==> src/rtl/cpu32_run_ctrl_pkg.sv <==
// Shared encodings and widths for the cpu32 run/step/halt controller.
package cpu32_ctrl_pkg;

  localparam int CNT_W = 16;
  localparam logic [3:0] STOP_OPCODE = 4'hF;

  localparam logic [1:0] OP_RUN   = 2'd0;
  localparam logic [1:0] OP_STEP  = 2'd1;
  localparam logic [1:0] OP_HALT  = 2'd2;
  localparam logic [1:0] OP_CLEAR = 2'd3;

  localparam logic [2:0] ST_RST    = 3'd0;
  localparam logic [2:0] ST_IDLE   = 3'd1;
  localparam logic [2:0] ST_RUN    = 3'd2;
  localparam logic [2:0] ST_STEP   = 3'd3;
  localparam logic [2:0] ST_HALTED = 3'd4;

  localparam logic [2:0] CAUSE_NONE     = 3'd0;
  localparam logic [2:0] CAUSE_STOP     = 3'd1;
  localparam logic [2:0] CAUSE_BREAK    = 3'd2;
  localparam logic [2:0] CAUSE_STEPDONE = 3'd3;
  localparam logic [2:0] CAUSE_HOST     = 3'd4;

  // A STEP of zero instructions still executes one.
  function automatic logic [CNT_W-1:0] step_load(input logic [CNT_W-1:0] arg);
    return (arg == '0) ? CNT_W'(1) : arg;
  endfunction

endpackage

==> src/rtl/cpu32_run_ctrl_if.sv <==
// Host command channel of the run controller.
interface cpu32_run_ctrl_if;
  import cpu32_ctrl_pkg::*;

  // A command transfers on a rising edge where cmd_valid and cmd_ready are both 1;
  // the host holds cmd_op/cmd_arg stable while cmd_valid is high and not yet accepted.
  logic             cmd_valid;
  logic             cmd_ready;
  logic [1:0]       cmd_op;
  logic [CNT_W-1:0] cmd_arg;

  modport master (output cmd_valid, output cmd_op, output cmd_arg, input cmd_ready);
  modport slave  (input cmd_valid, input cmd_op, input cmd_arg, output cmd_ready);

endinterface

==> src/rtl/cpu32_run_ctrl_sat_counter16.sv <==
// Saturating up-counter with synchronous clear, used for the executed-instruction count.
module sat_counter16
  import cpu32_ctrl_pkg::*;
(
  input  logic             clk,
  input  logic             rst,
  input  logic             clr,
  input  logic             inc,
  output logic [CNT_W-1:0] count
);

  always_ff @(posedge clk) begin
    if (rst || clr) begin
      count <= '0;
    end else if (inc && (count != '1)) begin
      count <= count + 1'b1;
    end
  end

endmodule

==> src/rtl/cpu32_run_ctrl.sv <==
// Run/step/halt controller: holds cpu32 in reset, gates execution per cycle and
// halts on the stop opcode, a breakpoint, step exhaustion or a host request.
module cpu32_run_ctrl
  import cpu32_ctrl_pkg::*;
#(
  parameter int RST_CYCLES = 2,
  parameter int PC_W       = 8
) (
  input  logic             clk,
  input  logic             reset,
  cpu32_run_ctrl_if.slave  cmd,
  input  logic             bp_en,
  input  logic [PC_W-1:0]  bp_addr,
  input  logic [PC_W-1:0]  pc,
  input  logic [15:0]      code,
  output logic             cpu_rst,
  output logic             cpu_en,
  output logic [2:0]       state,
  output logic [2:0]       halt_cause,
  output logic [CNT_W-1:0] instr_cnt,
  output logic             done
);

  localparam int RW = (RST_CYCLES > 1) ? $clog2(RST_CYCLES) : 1;

  logic [RW-1:0]    rst_cnt;
  logic             resume;
  logic [CNT_W-1:0] step_rem;

  logic accept, run_like, start_acc, halt_acc, clear_acc;
  logic stop_hit, bp_hit, step_done, halt_evt;
  logic [2:0] cause_nxt;
  logic unused_code;

  assign unused_code = ^code[11:0];

  assign cmd.cmd_ready = (state != ST_RST);
  assign accept        = cmd.cmd_valid && cmd.cmd_ready;
  assign run_like      = (state == ST_RUN) || (state == ST_STEP);
  assign start_acc     = accept && ((cmd.cmd_op == OP_RUN) || (cmd.cmd_op == OP_STEP)) &&
                         ((state == ST_IDLE) || (state == ST_HALTED));
  assign halt_acc      = accept && (cmd.cmd_op == OP_HALT) && run_like;
  assign clear_acc     = accept && (cmd.cmd_op == OP_CLEAR);

  // resume masks the breakpoint for one cycle so a restart can execute the bp address.
  assign stop_hit  = run_like && (code[15:12] == STOP_OPCODE);
  assign bp_hit    = run_like && bp_en && (pc == bp_addr) && !resume;
  assign cpu_en    = run_like && !stop_hit && !bp_hit && !halt_acc;
  assign step_done = (state == ST_STEP) && cpu_en && (step_rem == CNT_W'(1));
  assign halt_evt  = stop_hit || bp_hit || step_done || halt_acc;
  assign cpu_rst   = (state == ST_RST);

  always_comb begin
    cause_nxt = CAUSE_NONE;
    if (stop_hit)       cause_nxt = CAUSE_STOP;
    else if (bp_hit)    cause_nxt = CAUSE_BREAK;
    else if (step_done) cause_nxt = CAUSE_STEPDONE;
    else if (halt_acc)  cause_nxt = CAUSE_HOST;
  end

  always_ff @(posedge clk) begin
    if (reset) begin
      state      <= ST_RST;
      rst_cnt    <= '0;
      resume     <= 1'b0;
      step_rem   <= '0;
      halt_cause <= CAUSE_NONE;
      done       <= 1'b0;
    end else begin
      done   <= 1'b0;
      resume <= start_acc;
      if ((state == ST_STEP) && cpu_en) step_rem <= step_rem - 1'b1;

      if (clear_acc) begin
        state      <= ST_RST;
        rst_cnt    <= '0;
        resume     <= 1'b0;
        step_rem   <= '0;
        halt_cause <= CAUSE_NONE;
      end else begin
        case (state)
          ST_RST: begin
            if (rst_cnt == RW'(RST_CYCLES - 1)) state <= ST_IDLE;
            else rst_cnt <= rst_cnt + 1'b1;
          end
          ST_IDLE, ST_HALTED: begin
            if (start_acc) begin
              if (cmd.cmd_op == OP_RUN) begin
                state <= ST_RUN;
              end else begin
                state    <= ST_STEP;
                step_rem <= step_load(cmd.cmd_arg);
              end
            end
          end
          ST_RUN, ST_STEP: begin
            if (halt_evt) begin
              state      <= ST_HALTED;
              halt_cause <= cause_nxt;
              done       <= 1'b1;
            end
          end
          default: state <= ST_RST;
        endcase
      end
    end
  end

  sat_counter16 u_instr_cnt (
    .clk   (clk),
    .rst   (reset),
    .clr   (clear_acc),
    .inc   (cpu_en),
    .count (instr_cnt)
  );

endmodule

==> src/flat_wrapper.sv <==
// flat-port wrapper written by rule: the top's interface ports become plain ports
module cpu32_run_ctrl_flat import cpu32_ctrl_pkg::*;
#(
  parameter int RST_CYCLES = 2,
  parameter int PC_W       = 8
)
  (clk, reset, bp_en, bp_addr, pc, code, cpu_rst, cpu_en, state, halt_cause, instr_cnt, done, cmd_cmd_valid, cmd_cmd_op, cmd_cmd_arg, cmd_cmd_ready);
  cpu32_run_ctrl_if cmd_i ();
  input  logic clk;
  input  logic reset;
  input  logic bp_en;
  input  logic [PC_W-1:0] bp_addr;
  input  logic [PC_W-1:0] pc;
  input  logic [15:0] code;
  output logic cpu_rst;
  output logic cpu_en;
  output logic [2:0] state;
  output logic [2:0] halt_cause;
  output logic [CNT_W-1:0] instr_cnt;
  output logic done;
  input wire logic [$bits(cmd_i.cmd_valid)-1:0] cmd_cmd_valid;
  input wire logic [$bits(cmd_i.cmd_op)-1:0] cmd_cmd_op;
  input wire logic [$bits(cmd_i.cmd_arg)-1:0] cmd_cmd_arg;
  output wire logic [$bits(cmd_i.cmd_ready)-1:0] cmd_cmd_ready;
  assign cmd_i.cmd_valid = cmd_cmd_valid;
  assign cmd_i.cmd_op = cmd_cmd_op;
  assign cmd_i.cmd_arg = cmd_cmd_arg;
  assign cmd_cmd_ready = cmd_i.cmd_ready;
  cpu32_run_ctrl #(.RST_CYCLES(RST_CYCLES), .PC_W(PC_W)) u_core (.clk(clk), .reset(reset), .cmd(cmd_i), .bp_en(bp_en), .bp_addr(bp_addr), .pc(pc), .code(code), .cpu_rst(cpu_rst), .cpu_en(cpu_en), .state(state), .halt_cause(halt_cause), .instr_cnt(instr_cnt), .done(done));
endmodule
==> config.mk <==
export PLATFORM = sky130hd
export DESIGN_NAME = cpu32_run_ctrl_flat
export DESIGN_NICKNAME = d
export VERILOG_FILES = /design/src/rtl/cpu32_run_ctrl_pkg.sv /design/src/rtl/cpu32_run_ctrl_if.sv /design/src/rtl/cpu32_run_ctrl_sat_counter16.sv /design/src/rtl/cpu32_run_ctrl.sv /design/src/flat_wrapper.sv
export SDC_FILE = /design/constraint.sdc
export NUM_CORES = 1
export LEC_CHECK = 0
export ABC_CLOCK_PERIOD_IN_PS = 1900
export CELL_PAD_IN_SITES_DETAIL_PLACEMENT = 0
export CELL_PAD_IN_SITES_GLOBAL_PLACEMENT = 1
export CORE_ASPECT_RATIO = 1.4
export CORE_MARGIN = 4
export CORE_UTILIZATION = 30
export CTS_BUF_LIST = sky130_fd_sc_hd__clkbuf_4
export CTS_CLUSTER_SIZE = 16
export DETAILED_ROUTE_END_ITERATION = 6
export PLACE_DENSITY_LB_ADDON = 0.08
export RECOVER_POWER = 50
export SYNTH_ARGS = -nofsm -noshare
export SYNTH_HDL_FRONTEND = slang
export SYNTH_SLANG_ARGS = --single-unit
==> constraint.sdc <==
create_clock -name clk -period 1.9 [get_ports clk]
set_input_delay 0.38 -clock clk [delete_from_list [all_inputs] [get_ports clk]]
set_output_delay 0.38 -clock clk [all_outputs]
set_load 0.02 [all_outputs]
---- Word-level counts from Yosys, hierarchy flattened ----
Index checks and enable logic that the tools add are counted.
storage, ports and cells
  register bits ........................... 41
  bits of input ports ..................... 54
  output and inout bits ................... 26
  word-level logic and storage cells ...... 78
cells by class
  add/subtract/negate cells ............... 3
  equal/unequal tests ..................... 14
  muxes and demuxes ....................... 16
  bitwise operators ....................... 1
  reduce and logical (&&, ||, !) cells .... 37
operators with widths
  kind                                                                  count
  16-bit 2-to-1 mux                                                     5
  3-bit 2-to-1 mux                                                      7
  16-bit by 1-bit adder with 16-bit output, second input constant       1
  16-bit by 1-bit == test with 1-bit output, second input constant      1
  1-bit logical AND                                                     16
  16-bit zero test                                                      1
  16-bit != test, second input constant                                 1
  16-bit by 1-bit subtractor with 16-bit output, second input constant  1
  3-bit case mux with 3 select lines                                    1
  8-bit == test                                                         1
  1-bit logical OR                                                      7
  3-bit by 2-bit == test with 1-bit output, second input constant       2
  2-bit by 1-bit != test with 1-bit output, second input constant       3
  2-bit OR reduction                                                    3
  2-bit == test, second input constant                                  2
  4-bit == test, second input constant                                  1
  1-bit zero test                                                       4
  3-bit by 1-bit == test with 1-bit output, second input constant       1
  3-bit == test, second input constant                                  1
  3-bit zero test                                                       1
  1-bit 2-to-1 mux                                                      3
  3-bit AND reduction                                                   1
  3-bit nonzero test                                                    1
  3-bit OR reduction                                                    1
  other kinds (5)                                                       5

---- Depth between registers and ports, before layout ----
Gate-level depths: netlist (run 1).
  word-level depth ........................ 14
  depth in mapped cells ................... 8
  depth with buffers taken out ............ 7

---- Modules after synthesis ----
A second synthesis (run 1) with hierarchy kept.
second synthesis, totals
  cells, all modules ...................... 289
  area, all modules ....................... 2396.0 µm²
modules (own cells, without submodules)
  module          instances  cells an instance  area each (µm²)  seq. area each (µm²)
  cpu32_run_ctrl  1          194                1549.0           500.5
  sat_counter16   1          95                 847.1            320.3

---- Worst setup path after synthesis (run 1) ----
OpenSTA, ideal clock, no wires.
  path type ............................... reg2reg
  start point ............................. reg u_core.state[0]
  end point ............................... reg u_core.step_rem[8]
  setup time .............................. 0.133 ns
  data arrival time ....................... 2.094 ns
  data required time ...................... 1.767 ns
  setup slack ............................. -0.327 ns
  cell stages (with the launch flop) ...... 9
  path buffers ............................ 1
  clock period less this slack ............ 2.227 ns
  cell sequence ........................... dfxtp_1 > buf_2 > or3_1 > inv_1 > nor2_1 > nand4b_4 > nor4b_2 > xnor2_1 > a21oi_1
on the way
  elaborated cells between the ends (all ways) .. 30
  classes of those cells .................. eq/ne (4); mux (4); reduce/logical (22)
RTL lines
  what                            line                  source
  start: declaration              cpu32_run_ctrl.sv:18  output logic [2:0] state,
  start signal: assignment        cpu32_run_ctrl.sv:63  state <= ST_RST;
  start signal: assignment        cpu32_run_ctrl.sv:75  state <= ST_RST;
  start signal: assignment        cpu32_run_ctrl.sv:83  if (rst_cnt == RW'(RST_CYCLES - 1)) state <= ST_IDLE;
  3-bit nonzero test (*)          cpu32_run_ctrl.sv:37  assign cmd.cmd_ready = (state != ST_RST);
  via cmd_cmd_ready               flat_wrapper.sv:24    output wire logic [$bits(cmd_i.cmd_ready)-1:0] cmd_cmd_ready;
  1-bit logical AND (*)           cpu32_run_ctrl.sv:38  assign accept = cmd.cmd_valid && cmd.cmd_ready;
  1-bit logical AND (2 in a row)  cpu32_run_ctrl.sv:42  assign halt_acc = accept && (cmd.cmd_op == OP_HALT) && run_like;
  1-bit zero test                 cpu32_run_ctrl.sv:48  assign cpu_en = run_like && !stop_hit && !bp_hit && !halt_acc;
  1-bit logical AND               cpu32_run_ctrl.sv:48
  1-bit logical AND               cpu32_run_ctrl.sv:72  if ((state == ST_STEP) && cpu_en) step_rem <= step_rem - 1'b1;
  16-bit 2-to-1 mux               cpu32_run_ctrl.sv:72
  16-bit 2-to-1 mux               cpu32_run_ctrl.sv:88  if (cmd.cmd_op == OP_RUN) begin
  16-bit 2-to-1 mux               cpu32_run_ctrl.sv:87  if (start_acc) begin
  16-bit 2-to-1 mux               cpu32_run_ctrl.sv:81  case (state)
  end signal: assignment          cpu32_run_ctrl.sv:72
  end signal: assignment          cpu32_run_ctrl.sv:92  step_rem <= step_load(cmd.cmd_arg);
  end: declaration                cpu32_run_ctrl.sv:28  logic [CNT_W-1:0] step_rem;
Mark *: on every way through the listed nets, which the timed path passes. The rest lies on a longest branch.
A chain may end at the register's enable or synchronous reset.

---- Final worst setup path (run 1) ----
  start point ............................. reg u_core.state[2]
  end point ............................... out cpu_en
on the way
  word-level cells in the longest chain between the ends .. 8
  elaborated cells between the ends (all ways) .. 17
  classes of those cells .................. eq/ne (2); reduce/logical (15)
ends and longest elaborated chain
  what                                      line                  source
  3-bit by 2-bit == test with 1-bit output  cpu32_run_ctrl.sv:39  assign run_like = (state == ST_RUN) || (state == ST_STEP);
  1-bit logical OR                          cpu32_run_ctrl.sv:39
  1-bit logical AND (3 in a row)            cpu32_run_ctrl.sv:47  assign bp_hit = run_like && bp_en && (pc == bp_addr) && !resume;
  1-bit zero test                           cpu32_run_ctrl.sv:48
  1-bit logical AND                         cpu32_run_ctrl.sv:48
  1-bit logical AND (*)                     cpu32_run_ctrl.sv:48
  end: declaration                          flat_wrapper.sv:16    output logic cpu_en;
Mark *: on every way between the ends. The rest lies on a longest branch, timed or not.

==> impl_metrics.py, run 1 <==
metrics = {
    "cells_and_area": {
        "mostFrequentLayoutCells": "clkdlybuf4s50_1, dfxtp_1, xnor2_1, buf_4, nor2_1",
        "design_area_mm2": 0.00354,
        "multi_input_area_mm2": 0.00148,
        "layout-drive-gt1-share_pct": 19.0,
        "layout_commonest_cell": "clkdlybuf4s50_1",
        "fin_nets": 435,
        "seq_area_um2": 826,
        "nFillCells": 764,
        "area_growth_pct": 54.2,
        "diodes": 0,
    },
    "timing": {
        "finalSetupViolations": 35,
        "slew_headroom_pct": 73.8,
        "fin_ws_ns": -0.214,
        "finalCritPeriodShare_pct": 111,
        "slew_violations": 0,
        "final.setup_skew_ns": 0.0250,
        "fmax_ghz": 0.473,
        "fin_setup_tns_ns": -2.30,
        "worst_pin_slew_ns": 0.390,
        "finalHoldViolCount": 0,
        "hold_slack_ns": 0.495,
        "min_period_ns": 2.11,
        "rsz0062_at_grt": "true",
    },
    "placed_design": {
        "dp_hpwl_um": 5200,
        "io_buffers": 67,
        "place.gp.congestion": 0.786,
        "place_area_mm2": 0.00335,
    },
    "clocking": {
        "cts_buffers": 5,
        "htree_levels": 2,
        "clockRootBuffer": "clkbuf_4",
        "clk_pin_slew_worst_paths_ns": 0.13,
        "cts_tree": "built",
        "clkLatencyLatePin_ns": 0.36,
        "cts-hold-fix-buffers": 0,
        "clock-sinks": 41,
        "cts_buffer_depth": 2,
    },
    "routing": {
        "viasPerCell": 5.03,
        "drc": 0,
        "ant_nets": 0,
        "dr.pass1.iters": 4,
        "wl_um": 7090,
        "vias": 2393,
        "wire_per_inst_um": 14.9,
        "drt_iter0_drc": 80,
    },
    "run_status": {
        "status": "finished with violations",
        "violations": "setup timing",
    },
    "worst_hold_path": {
        "min_path_type": "reg -> reg",
    },
    "floorplan": {
        "die_h_um": 112,
        "die_w_um": 82.0,
        "core_area_mm2": 0.00741,
        "initial_core_util_pct": 31.0,
        "dieArea_mm2": 0.00915,
        "row_count": 37,
        "pin_count": 80,
    },
    "grt": {
        "grt_pass1_wl_um": 11700,
        "use_met2_pct": 28.1,
        "use_met1_pct": 19.8,
        "grt_usage_pct": 16.0,
        "grt_max_degree": 32,
        "top_usage_layer": "met2",
        "antenna_found_initial": 0,
        "met3_usage_pct": 2.43,
        "gr-total-overflow": 0,
        "first_global_vias": 2438,
    },
    "critical_path": {
        "worst-path-buf-inv": 1,
        "critPathLaunchType": "flop",
        "cp_slowest_stage_delay_ns": 0.49,
        "r2r_slack_ns": -0.18,
        "crit_chain": "nand2b_4, or4b_4, nor3_4, nor2_4, buf_6",
        "cp_top_family": "simple AND/OR/NAND/NOR gates",
        "crit_type": "reg -> out",
        "slowest_stage": "or4b_4",
        "cp_max_fo": 2,
        "cp_data_arrival_time_ns": 1.73,
        "cp-end-kind": "output port",
        "crit_required_ns": 1.52,
    },
    "flow_run": {
        "maxCapViolCount": 0,
    },
    "yosys": {
        "syn-num-nets": 334,
        "avgSynthCellArea_um2": 8.30,
        "synth_top_cell_area_share_pct": 35.7,
        "synth.top_cells.by_area": "dfxtp_1, xnor2_1, nor4_1",
        "syn-cell-area_mm2": 0.00230,
        "seq_area_frac_synth_pct": 35.7,
        "synthCells": 277,
        "yosysUniqueCellTypes": 46,
        "synth-seq-cells": 41,
        "synth.largest_area_cell": "dfxtp_1",
        "yosys_warnings": 0,
    },
    "pwr": {
        "ir_drop_v": 0.000404,
        "cellLeakagePower_nw": 1.27,
        "power.density_mw_per_mm2": 554,
    },
}
==> logic make-up after synthesis <==
| kind of cell | count (synthesis) | synth area share (%) |
|---|---|---|
| XOR/XNOR | 33 | 12.6 |
| multiplexers | 2 | 0.925 |
| buffers and inverters | 17 | 2.99 |
| adder cells (fa/ha/maj) | 3 | 1.63 |
| flip-flops | 41 | 35.7 |
| AND/OR/NAND/NOR | 126 | 31.6 |
| AO/OA/AOI/OAI | 55 | 14.5 |
==> state kept, by name (all words and copies together), names as in the netlist <==
register,count
u_core.done,1
u_core.state,3
u_core.step_rem,16
u_core.resume,1
u_core.rst_cnt,1
u_core.u_instr_cnt.count,16
u_core.halt_cause,3
==> per-stage QoR <==
step	power (mW)	cells	util, %	setup slack [ns]
6_report	1.96	476	47.8	-0.214
3_5_place_dp	1.37	464	45.2	-0.783
3_3_place_gp	1.37	464	45.2	-0.740
4_1_cts	1.98	474	47.1	-0.347
5_1_grt	2.07	476	47.8	-0.303
2_1_floorplan	1.14	277	-	-0.0653
==> final timing paths <==
check                  startpoint  depth (start not counted)                    to
max               u_core.state[2]                          5                cpu_en
min          u_core.halt_cause[2]                          2  u_core.halt_cause[2]
max reg2reg       u_core.state[2]                          8    u_core.step_rem[1]
min reg2reg  u_core.halt_cause[2]                          2  u_core.halt_cause[2]
==> per-layer routing <==
metal  wire length (µm)  vias up
li1                   -     1226
met1               3040     1116
met2               3770       47
met3                217        4
met4                 53        0
met5                  0        -
==> tightest hold or removal path: stages, from the launching register on <==
cell and delay (ns):
dfxtp_1 0.34, nand2_1 0.06, o22ai_1 0.06
==> timing repair <==
item | 4_1_cts | 5_1_grt
pin swaps | 7 | 3
setup buffers | 1 | 1
setup endpoints to repair | 45 | 46
gates resized for setup | 26 | 14
cloned | 1 | 1
==> layout make-up <==
type                       count  share of cell area, %
tap                           97                   3.43
timing repair buffer         107                   28.6
sequential                    41                   23.3
clock inverter                 2                   1.09
multi-input combinational    219                   41.8
clock buffer                   6                   1.27
inverter                       4                  0.494
==> power breakdown <==
part	internal (mW)	switching [mW]	leakage, nW
Clock	0.295	0.309	0.0459
Sequential	0.885	0.0235	0.333
Combinational	0.236	0.214	0.892
==> cells in the mapped netlist (all sizes together) <==
cell and number:
xnor2 32, mux2 1, nand2 19, a31o 2, mux2i 1, o22ai 3, a41oi 1, and4 3
xor2 1, a31oi 1, o311ai 1, clkbuf 9, nand4b 4, or3 6, nor4b 2, a21o 1
a21oi 19, buf 4, inv 4, nor3 12, nand2b 6, nand3b 3, a211o 1, ha 3
o21ai 19, o211a 2, a41o 2, and2 2, nor3b 3, nand3 6, or4 1, nor2b 1
nor4 20, nor2 27, and3 2, dfxtp 41, a22oi 1, or4b 1, o221ai 1, nand4 7
or2 1, a2111o 1
(Power assumes the default switching activity.)
==> run 2: changes to the inputs <==
--- a/config.mk
+++ b/config.mk
@@ -14,7 +14,7 @@
 export CTS_BUF_LIST = sky130_fd_sc_hd__clkbuf_4
 export CTS_CLUSTER_SIZE = 16
 export DETAILED_ROUTE_END_ITERATION = 6
-export PLACE_DENSITY_LB_ADDON = 0.08
+export PLACE_DENSITY_LB_ADDON = 0.1
 export RECOVER_POWER = 50
 export SYNTH_ARGS = -nofsm -noshare
 export SYNTH_HDL_FRONTEND = slang
==> impl_metrics.py, run 2 (synthesized netlist as in run 1, its figures left out) <==
metrics = {
    "timing": {
        "fin_setup_tns_ns": -4.12,
        "finalHoldViolCount": 0,
        "hold_slack_ns": 0.514,
        "min_period_ns": 2.11,
        "fmax_ghz": 0.473,
        "final.setup_skew_ns": 0.00843,
        "slew_headroom_pct": 64.4,
        "rsz0062_at_grt": "true",
        "finalSetupViolations": 41,
        "worst_pin_slew_ns": 0.530,
        "finalCritPeriodShare_pct": 111,
        "fin_ws_ns": -0.214,
        "slew_violations": 0,
    },
    "run_status": {
        "violations": "setup timing",
        "status": "finished with violations",
    },
    "worst_hold_path": {
        "holdCritStartpoint": "u_core.halt_cause[2]",
        "min_path_type": "reg -> reg",
    },
    "floorplan": {
        "dieArea_mm2": 0.00915,
        "pin_count": 80,
        "die_h_um": 112,
        "initial_core_util_pct": 31.0,
        "row_count": 37,
        "core_area_mm2": 0.00741,
        "die_w_um": 82.0,
    },
    "cells_and_area": {
        "diodes": 0,
        "fin_nets": 442,
        "finalNonFillerCells": 483,
        "design_area_mm2": 0.00365,
        "post-route-util_pct": 49.3,
        "seq_area_um2": 827,
        "area_growth_pct": 58.8,
        "layout-drive-gt1-share_pct": 21.8,
        "layout_commonest_cell": "clkdlybuf4s50_1",
        "mostFrequentLayoutCells": "clkdlybuf4s50_1, buf_4, dfxtp_1",
        "multi_input_area_mm2": 0.00155,
        "nFillCells": 756,
        "reg_top3": "u_core.step_rem: 16 flops, u_core.u_instr_cnt.count: 16 flops",
    },
    "routing": {
        "wl_um": 7160,
        "drt_iter0_drc": 73,
        "wire_per_inst_um": 14.8,
        "drc": 0,
        "dr.pass1.iters": 4,
        "viasPerCell": 5.06,
        "ant_nets": 0,
        "vias": 2443,
    },
    "clocking": {
        "cts-hold-fix-buffers": 0,
        "clock-sinks": 41,
        "cts_buffers": 5,
        "clk_pin_slew_worst_paths_ns": 0.13,
        "cts_buffer_depth": 2,
        "htree_levels": 2,
        "clkLatencyLatePin_ns": 0.35,
        "cts_tree": "built",
        "clockRootBuffer": "clkbuf_4",
    },
    "placed_design": {
        "dp_hpwl_um": 5360,
        "dp_cells": 467,
        "io_buffers": 67,
        "place_area_mm2": 0.00337,
        "place.gp.congestion": 0.829,
    },
    "critical_path": {
        "critPathLaunchType": "flop",
        "crit_type": "reg -> reg",
        "r2r_slack_ns": -0.21,
        "cp-startpoint": "u_core.state[2]",
        "cp_data_arrival_time_ns": 2.36,
        "cp_max_fo": 7,
        "crit_required_ns": 2.14,
        "timing.rr.start": "u_core.state[2]",
        "cp-end-kind": "flop",
    },
    "pwr": {
        "cellLeakagePower_nw": 1.31,
        "ir_drop_v": 0.000288,
        "power.density_mw_per_mm2": 545,
    },
    "grt": {
        "grt_max_degree": 23,
        "grt_pass1_wl_um": 11300,
        "gr-total-overflow": 0,
        "grt_usage_pct": 15.7,
        "first_global_vias": 2370,
        "antenna_found_initial": 0,
    },
    "flow_run": {
        "maxCapViolCount": 0,
    },
}
[run 2: area by class of cell]
type	instances	share of cell area [%]
flip-flops and latches	41	22.7
clock inverters	2	0.925
multi-input cells	219	42.5
well taps	97	3.32
repair buffers	114	28.9
inverters	4	0.480
clock buffers	6	1.23
[run 2: per-layer routing]
metal | track usage [%] | vias up | wire length, µm
met1 | 18.4 | 1152 | 2950
met2 | 28.5 | 46 | 3910
li1 | - | 1238 | -
met3 | 2.99 | 7 | 218
met4 | 3.88 | 0 | 82
met5 | 0 | - | 0
[run 2: worst max-delay path, stage by stage, from the launching register on]
cell and delay [ns]:
dfxtp_4 0.36, buf_4 0.13, buf_6 0.12, or3_4 0.43
inv_4 0.09, nor2_4 0.04, nand4b_4 0.30, nor4_4 0.32
xnor2_1 0.15, a21oi_1 0.08
[run 2: path summary, 6_finish.rpt]
path,end,cells past startpoint
hold reg to reg,u_core.halt_cause[2],2
setup reg to reg,u_core.step_rem[14],9
setup / recovery,u_core.step_rem[14],9
hold / removal,u_core.halt_cause[2],2
[run 2: report_power, final]
group          total, mW  switching, mW  internal [mW]
sequential         0.910         0.0247          0.885
combinational      0.495          0.238          0.257
clock              0.586          0.297          0.289
total               1.99          0.560           1.43
[run 2: metrics by stage]
stage	worst slack (ns)	total power, mW
2_1_floorplan	-0.0653	1.14
3_3_place_gp	-0.750	1.38
3_5_place_dp	-0.787	1.38
4_1_cts	-0.344	1.96
5_1_grt	-0.307	2.10
6_report	-0.214	1.99
[run 2: timing repair]
action / 4_1_cts / 5_1_grt
setup endpoints to repair: 45 / 46
pin swaps: 4 / 5
cloned: 1 / 0
gates resized for setup: 24 / 26
setup buffers: 1 / 6
